===== src/rtl/traffic_pkg.sv =====
// Shared encodings for the traffic-light controller: light heads, FSM states
// and default timing/width parameters.
package traffic_pkg;

    typedef enum logic [1:0] {
        LIGHT_GREEN  = 2'b00,
        LIGHT_YELLOW = 2'b01,
        LIGHT_RED    = 2'b10
    } light_t;

    typedef enum logic [2:0] {
        ST_INIT = 3'd0,
        ST_HG   = 3'd1,
        ST_HY   = 3'd2,
        ST_FG   = 3'd3,
        ST_FY   = 3'd4
    } state_t;

    localparam int unsigned BLANK_DEFAULT = 2;
    localparam int unsigned CNT_W_DEFAULT = 8;

endpackage


===== src/rtl/traffic_light_ctrl_if.sv =====
// Timer handshake between the light controller (master) and the interval
// timer (slave): start pulse out, short/long timeout flags back.
interface traffic_light_ctrl_if;

    logic st;
    logic ts;
    logic tl;

    modport master (output st, input ts, input tl);
    modport slave  (input st, output ts, output tl);

endinterface


===== src/rtl/sync2.sv =====
// Two-flop synchroniser for a level input asynchronous to clk; resets to 0.
module sync2 (
    input  logic clk,
    input  logic rst_n,
    input  logic i_d,
    output logic o_q
);

    logic r_meta;
    logic r_sync;

    always_ff @(posedge clk or negedge rst_n) begin
        if (!rst_n) begin
            r_meta <= 1'b0;
            r_sync <= 1'b0;
        end else begin
            r_meta <= i_d;
            r_sync <= r_meta;
        end
    end

    assign o_q = r_sync;

endmodule


===== src/rtl/traffic_light_ctrl.sv =====
// Highway/farm-road light controller: drives both heads, pulses the timer
// start, blanks timer artefacts after each start and counts farm grants.
module traffic_light_ctrl
    import traffic_pkg::*;
#(
    parameter int unsigned CNT_W = CNT_W_DEFAULT,
    parameter int unsigned BLANK = BLANK_DEFAULT
) (
    input  logic                 clk,
    input  logic                 rst_n,
    input  logic                 c,
    traffic_light_ctrl_if.master tmr,
    output logic [1:0]           hl,
    output logic [1:0]           fl,
    output logic [CNT_W-1:0]     grant_cnt
);

    localparam int unsigned          BLANK_W    = $clog2(BLANK + 2);
    localparam logic [BLANK_W-1:0]   BLANK_LOAD = BLANK_W'(BLANK);

    state_t             r_state;
    state_t             w_next;
    light_t             r_hl;
    light_t             r_fl;
    light_t             w_hl;
    light_t             w_fl;
    logic               r_st;
    logic               w_st;
    logic [BLANK_W-1:0] r_blank;
    logic [CNT_W-1:0]   r_grant;
    logic               w_grant_inc;
    logic               w_c_s;
    logic               w_quiet;
    logic               w_ts_q;
    logic               w_tl_q;

    sync2 u_sync_c (
        .clk   (clk),
        .rst_n (rst_n),
        .i_d   (c),
        .o_q   (w_c_s)
    );

    // The blank counter loads from st, so the st cycle itself is also held
    // quiet; this keeps st from ever firing on consecutive cycles.
    assign w_quiet = ~r_st & (r_blank == '0);
    assign w_ts_q  = tmr.ts & w_quiet;
    assign w_tl_q  = tmr.tl & w_quiet;

    always_comb begin
        w_next      = r_state;
        w_grant_inc = 1'b0;
        case (r_state)
            ST_INIT: w_next = ST_HG;
            ST_HG:   if (w_c_s & w_tl_q) w_next = ST_HY;
            ST_HY: begin
                if (w_ts_q) begin
                    w_next      = ST_FG;
                    w_grant_inc = 1'b1;
                end
            end
            ST_FG:   if (w_quiet & (~w_c_s | w_tl_q)) w_next = ST_FY;
            ST_FY:   if (w_ts_q) w_next = ST_HG;
            default: w_next = ST_INIT;
        endcase

        w_st = (w_next != r_state) && (w_next != ST_INIT);

        w_hl = LIGHT_RED;
        w_fl = LIGHT_RED;
        case (w_next)
            ST_HG:   w_hl = LIGHT_GREEN;
            ST_HY:   w_hl = LIGHT_YELLOW;
            ST_FG:   w_fl = LIGHT_GREEN;
            ST_FY:   w_fl = LIGHT_YELLOW;
            default: ;
        endcase
    end

    always_ff @(posedge clk or negedge rst_n) begin
        if (!rst_n) begin
            r_state <= ST_INIT;
            r_st    <= 1'b0;
            r_hl    <= LIGHT_RED;
            r_fl    <= LIGHT_RED;
        end else begin
            r_state <= w_next;
            r_st    <= w_st;
            r_hl    <= w_hl;
            r_fl    <= w_fl;
        end
    end

    always_ff @(posedge clk or negedge rst_n) begin
        if (!rst_n) begin
            r_blank <= '0;
        end else if (r_st) begin
            r_blank <= BLANK_LOAD;
        end else if (r_blank != '0) begin
            r_blank <= r_blank - BLANK_W'(1);
        end
    end

    always_ff @(posedge clk or negedge rst_n) begin
        if (!rst_n) begin
            r_grant <= '0;
        end else if (w_grant_inc && (r_grant != '1)) begin
            r_grant <= r_grant + CNT_W'(1);
        end
    end

    assign tmr.st    = r_st;
    assign hl        = r_hl;
    assign fl        = r_fl;
    assign grant_cnt = r_grant;

endmodule

===== src/flat_wrapper.sv =====
// flat-port wrapper written by rule: the top's interface ports become plain ports
module traffic_light_ctrl_flat import traffic_pkg::*;
#(
    parameter int unsigned CNT_W = CNT_W_DEFAULT,
    parameter int unsigned BLANK = BLANK_DEFAULT
)
  (clk, rst_n, c, hl, fl, grant_cnt, tmr_st, tmr_ts, tmr_tl);
  traffic_light_ctrl_if tmr_i ();
  input  logic clk;
  input  logic rst_n;
  input  logic c;
  output logic [1:0] hl;
  output logic [1:0] fl;
  output logic [CNT_W-1:0] grant_cnt;
  output wire logic [$bits(tmr_i.st)-1:0] tmr_st;
  input wire logic [$bits(tmr_i.ts)-1:0] tmr_ts;
  input wire logic [$bits(tmr_i.tl)-1:0] tmr_tl;
  assign tmr_st = tmr_i.st;
  assign tmr_i.ts = tmr_ts;
  assign tmr_i.tl = tmr_tl;
  traffic_light_ctrl #(.CNT_W(CNT_W), .BLANK(BLANK)) u_core (.clk(clk), .rst_n(rst_n), .c(c), .tmr(tmr_i), .hl(hl), .fl(fl), .grant_cnt(grant_cnt));
endmodule

===== config.mk =====
export PLATFORM = sky130hd
export DESIGN_NAME = traffic_light_ctrl_flat
export DESIGN_NICKNAME = d
export VERILOG_FILES = /design/src/rtl/traffic_pkg.sv /design/src/rtl/traffic_light_ctrl_if.sv /design/src/rtl/sync2.sv /design/src/rtl/traffic_light_ctrl.sv /design/src/flat_wrapper.sv
export SDC_FILE = /design/constraint.sdc
export NUM_CORES = 1
export LEC_CHECK = 0
export CAP_MARGIN = 30
export CORE_MARGIN = 5
export CORE_UTILIZATION = 37
export CTS_CLUSTER_DIAMETER = 150
export DETAILED_ROUTE_END_ITERATION = 7
export GPL_ROUTABILITY_DRIVEN = 1
export GPL_TIMING_DRIVEN = 0
export PLACE_DENSITY = 0.61
export RECOVER_POWER = 50
export SLEW_MARGIN = 20
export SYNTH_ARGS = -nofsm -noshare
export SYNTH_HDL_FRONTEND = slang
export SYNTH_SLANG_ARGS = --single-unit

===== constraint.sdc =====
create_clock -name clk -period 4.1 [get_ports clk]
set_input_delay 0.615 -clock clk [delete_from_list [all_inputs] [get_ports clk]]
set_output_delay 0.615 -clock clk [all_outputs]
set_load 0.05 [all_outputs]

==> results.md <==
* Clock Sinks at 20
* Compound-Gate Fraction of Synth Area at 12.8%
* Die height at 61.2 microns
* DRT Pass-1 Iters at 4
* H-tree levels at 1
* CTS tree: done
* CP Launch Type: flop
* Fraction of synthesized area in multiplexers at 2.71%
* Min-delay src: u_core.u_sync_c.r_meta
* Fin nets at 112
* PortBufs at 17
* Critical path depth at 1
* Post-CTS Setup Inserts at 0
* FFs w/ async S/R, synth at 100%
* WP buf/inv at 1
* Antenna viol nets, final at 0
* Setup ws final at 1.86 ns
* Simple-Gate Fraction of Synth Area at 20.7%
* Post-synthesis adder-cell area fraction at 3.62%
* Post-CTS sizing at 0
* Hold Path Depth at 0
* Fin. Hold Viols at 0
* Gate Count Post-Synth at 82
* Worst-Margin Slew at 0.750 ns
* CP arrival at 1.62 ns
* Fillers at 234
* Crit path largest cell delay at 0.84 ns
* DRT iter0 DRCs at 21
* Largest family of logic cells by synthesized area: simple AND/OR/NAND/NOR gates
* Routed vias/inst at 5.17
* Die width at 61.2 microns
* Worst vdd ir at 0.383 mV
* Fin. max-slew vios at 0
* LEAKAGE at 0.547 nW
* Relative slew slack at 50.0%
* Die Area at 3740 sq um
* Clk_skew at 0.00610 ns
* Final hold slack at 0.377 ns
* Yosys reg bits at 20
* Bufs on Longest Clock Path at 2
* Top cell type's share of synthesized area at 46.5%
* Worst Path Max Fanout at 6
* R2R setup slack at 2.35 ns
* R2r endpoint: u_core.grant_cnt[1]
* Number of synthesized flops with an enable pin at 0
* Worst Setup EP: grant_cnt[7]
* Layout cells sized above 1 at 15.4%
* Top cell type by total area after synthesis: dfrtp_1
* Max Clk Rate at 0.447 GHz
* Worst Hold Class: reg2reg
* Min Tclk post-route at 2.24 ns
* P&R area growth vs syn at 25.2%
* DP Worst Slack at 2.00 ns
* Cts hold-fix bufs at 0
* Final core occ at 48.5%
* Reg2Reg Depth at 6
* Setup TNS at 0 ns
* Pwr Density at 536 nW/um^2
* Initial antenna violation count at 0
* Largest net degree at the start of global routing at 21
* Clk_lat worst skew at 0.30 ns
* Syn_nets at 89
* Delay-heaviest family, CP: buffers and inverters
* Final Setup Violations at 0
* Unrepaired setup endpoints after global routing: false
* Synthesis Warnings at 0
* Crit path cell chain: clkdlybuf4s50_1
* Crit path required time at 3.48 ns
* Tot Pwr at 650 uW
* CTS buffer count at 3
* Max_cap viols at 0
* Drt wl/cell at 13.5 microns
* Core Region at 2500 sq um
* Total GRT Usage at 10.9%
* Post-DP HPWL at 1.32 mm
* Root Driver: clkbuf_4
* Worst Setup SP: u_core.grant_cnt[7]
* Io pins at 18
* Kind of critical path: reg2out
* Vias in the first global route at 699
* Synth Area in XOR/XNOR at 5.43%
* Cell Rows at 18
* ANT cells at 0
* Post-synth top flop: dfrtp_1
* Run status: complete, no violations
* Starting Density at 38.7%
* Final wirelength at 1.81 mm
* Fin crit share at 54.6%
* CP max-delay cell: clkdlybuf4s50_1
* Drt drc at 0
* First-pass GRT wire length at 3.04 mm
* CTS clk-pin slew, worst paths at 0.11 ns
* DR vias at 693
* GPL Wtd Cong at 0.740
* Avg Inst Size Synth at 11.8 sq um
* Synthesized cell area at 968 sq um
* Register area share after synthesis at 51.9%
* Critical Path End Type: primary output
* Synth top area cells: dfrtp_1 47%, dfstp_2 5.4%, xnor2_1 3.6%
* Origin of the critical flop-to-flop path: u_core.r_blank[0]
* Total grt overflow at 0
* Library cells used by synthesis at 36
how the worst min path moves through the flow:
stage / end / slack [ns]
6_report: u_core.u_sync_c.o_q / 0.38
2_1_floorplan: u_core.fl[0] / 0.32
3_3_place_gp: u_core.u_sync_c.o_q / 0.34
5_1_grt: u_core.u_sync_c.o_q / 0.39
3_5_place_dp: u_core.u_sync_c.o_q / 0.35
4_1_cts: u_core.u_sync_c.o_q / 0.38
flip-flops by register name (all words and copies together), names as in the netlist:
name,flops
u_core.r_state,3
u_core.r_blank,2
u_core.u_sync_c.r_meta,1
u_core.hl,2
u_core.grant_cnt,8
u_core.tmr.st,1
u_core.fl,2
u_core.u_sync_c.o_q,1
final cells by class:
cell class	instances	area (sq um)	area share (%)
buffer	2	12.5	1.03
clock buffer	4	36.3	2.99
inverter	4	15.0	1.24
multi-input combinational	56	434	35.8
sequential	20	503	41.5
tap	30	37.5	3.10
timing repair buffer	18	174	14.3
layer usage:
| metal | share of wire (%) | global-route usage, % |
|---|---|---|
| met1 | 44 | 12.8 |
| met2 | 49 | 19.0 |
| met3 | 6.4 | 3.77 |
| met4 | 0.72 | 2.48 |
| met5 | 0 | 0 |
logic make-up after synthesis:
kind of cell / count (synthesis)
compound gates: 16
xor+xnor: 6
fa+ha+maj: 3
buf+inv: 6
flops: 20
mux: 2
simple gates: 29
where the power goes:
part | leakage [nW] | switching [mW] | internal, mW
sequential | 0.257 | 0.0282 | 0.242
clock | 0.0210 | 0.0588 | 0.0541
combinational | 0.269 | 0.163 | 0.104
total | 0.547 | 0.250 | 0.400
through the flow:
step	instance area (sq um)	cells
2_1_floorplan	968	82
3_3_place_gp	1180	129
3_5_place_dp	1180	129
4_1_cts	1210	133
5_1_grt	1210	134
6_report	1210	134
cells in the final DEF (no fill, tap or decap), types with 2 or more instances in the layout:
cell / instances
dlygate4sd3_1: 2
xnor2_1: 4
a31oi_1: 5
nand2_1: 6
dfrtp_1: 18
dfstp_2: 2
nand3_1: 3
a21oi_1: 3
ha_1: 2
xor2_1: 2
o21ai_1: 2
clkdlybuf4s50_1: 15
nor2b_1: 2
nand4b_1: 2
a21o_1: 2
inv_1: 4
clkbuf_4: 3
and3_1: 2
nor2_1: 4
cell usage after synthesis, types with 2 or more instances:
cell	count
xnor2_1	4
o21ai_1	2
xor2_1	2
nand4b_1	2
ha_1	2
nor2b_1	2
a21o_1	2
dfstp_2	2
nand2_1	6
a21oi_1	2
dfrtp_1	18
inv_1	4
nand3_1	3
a31oi_1	5
nor2_1	4
and3_1	2
Note: power is estimated with default switching activity, not from simulation.
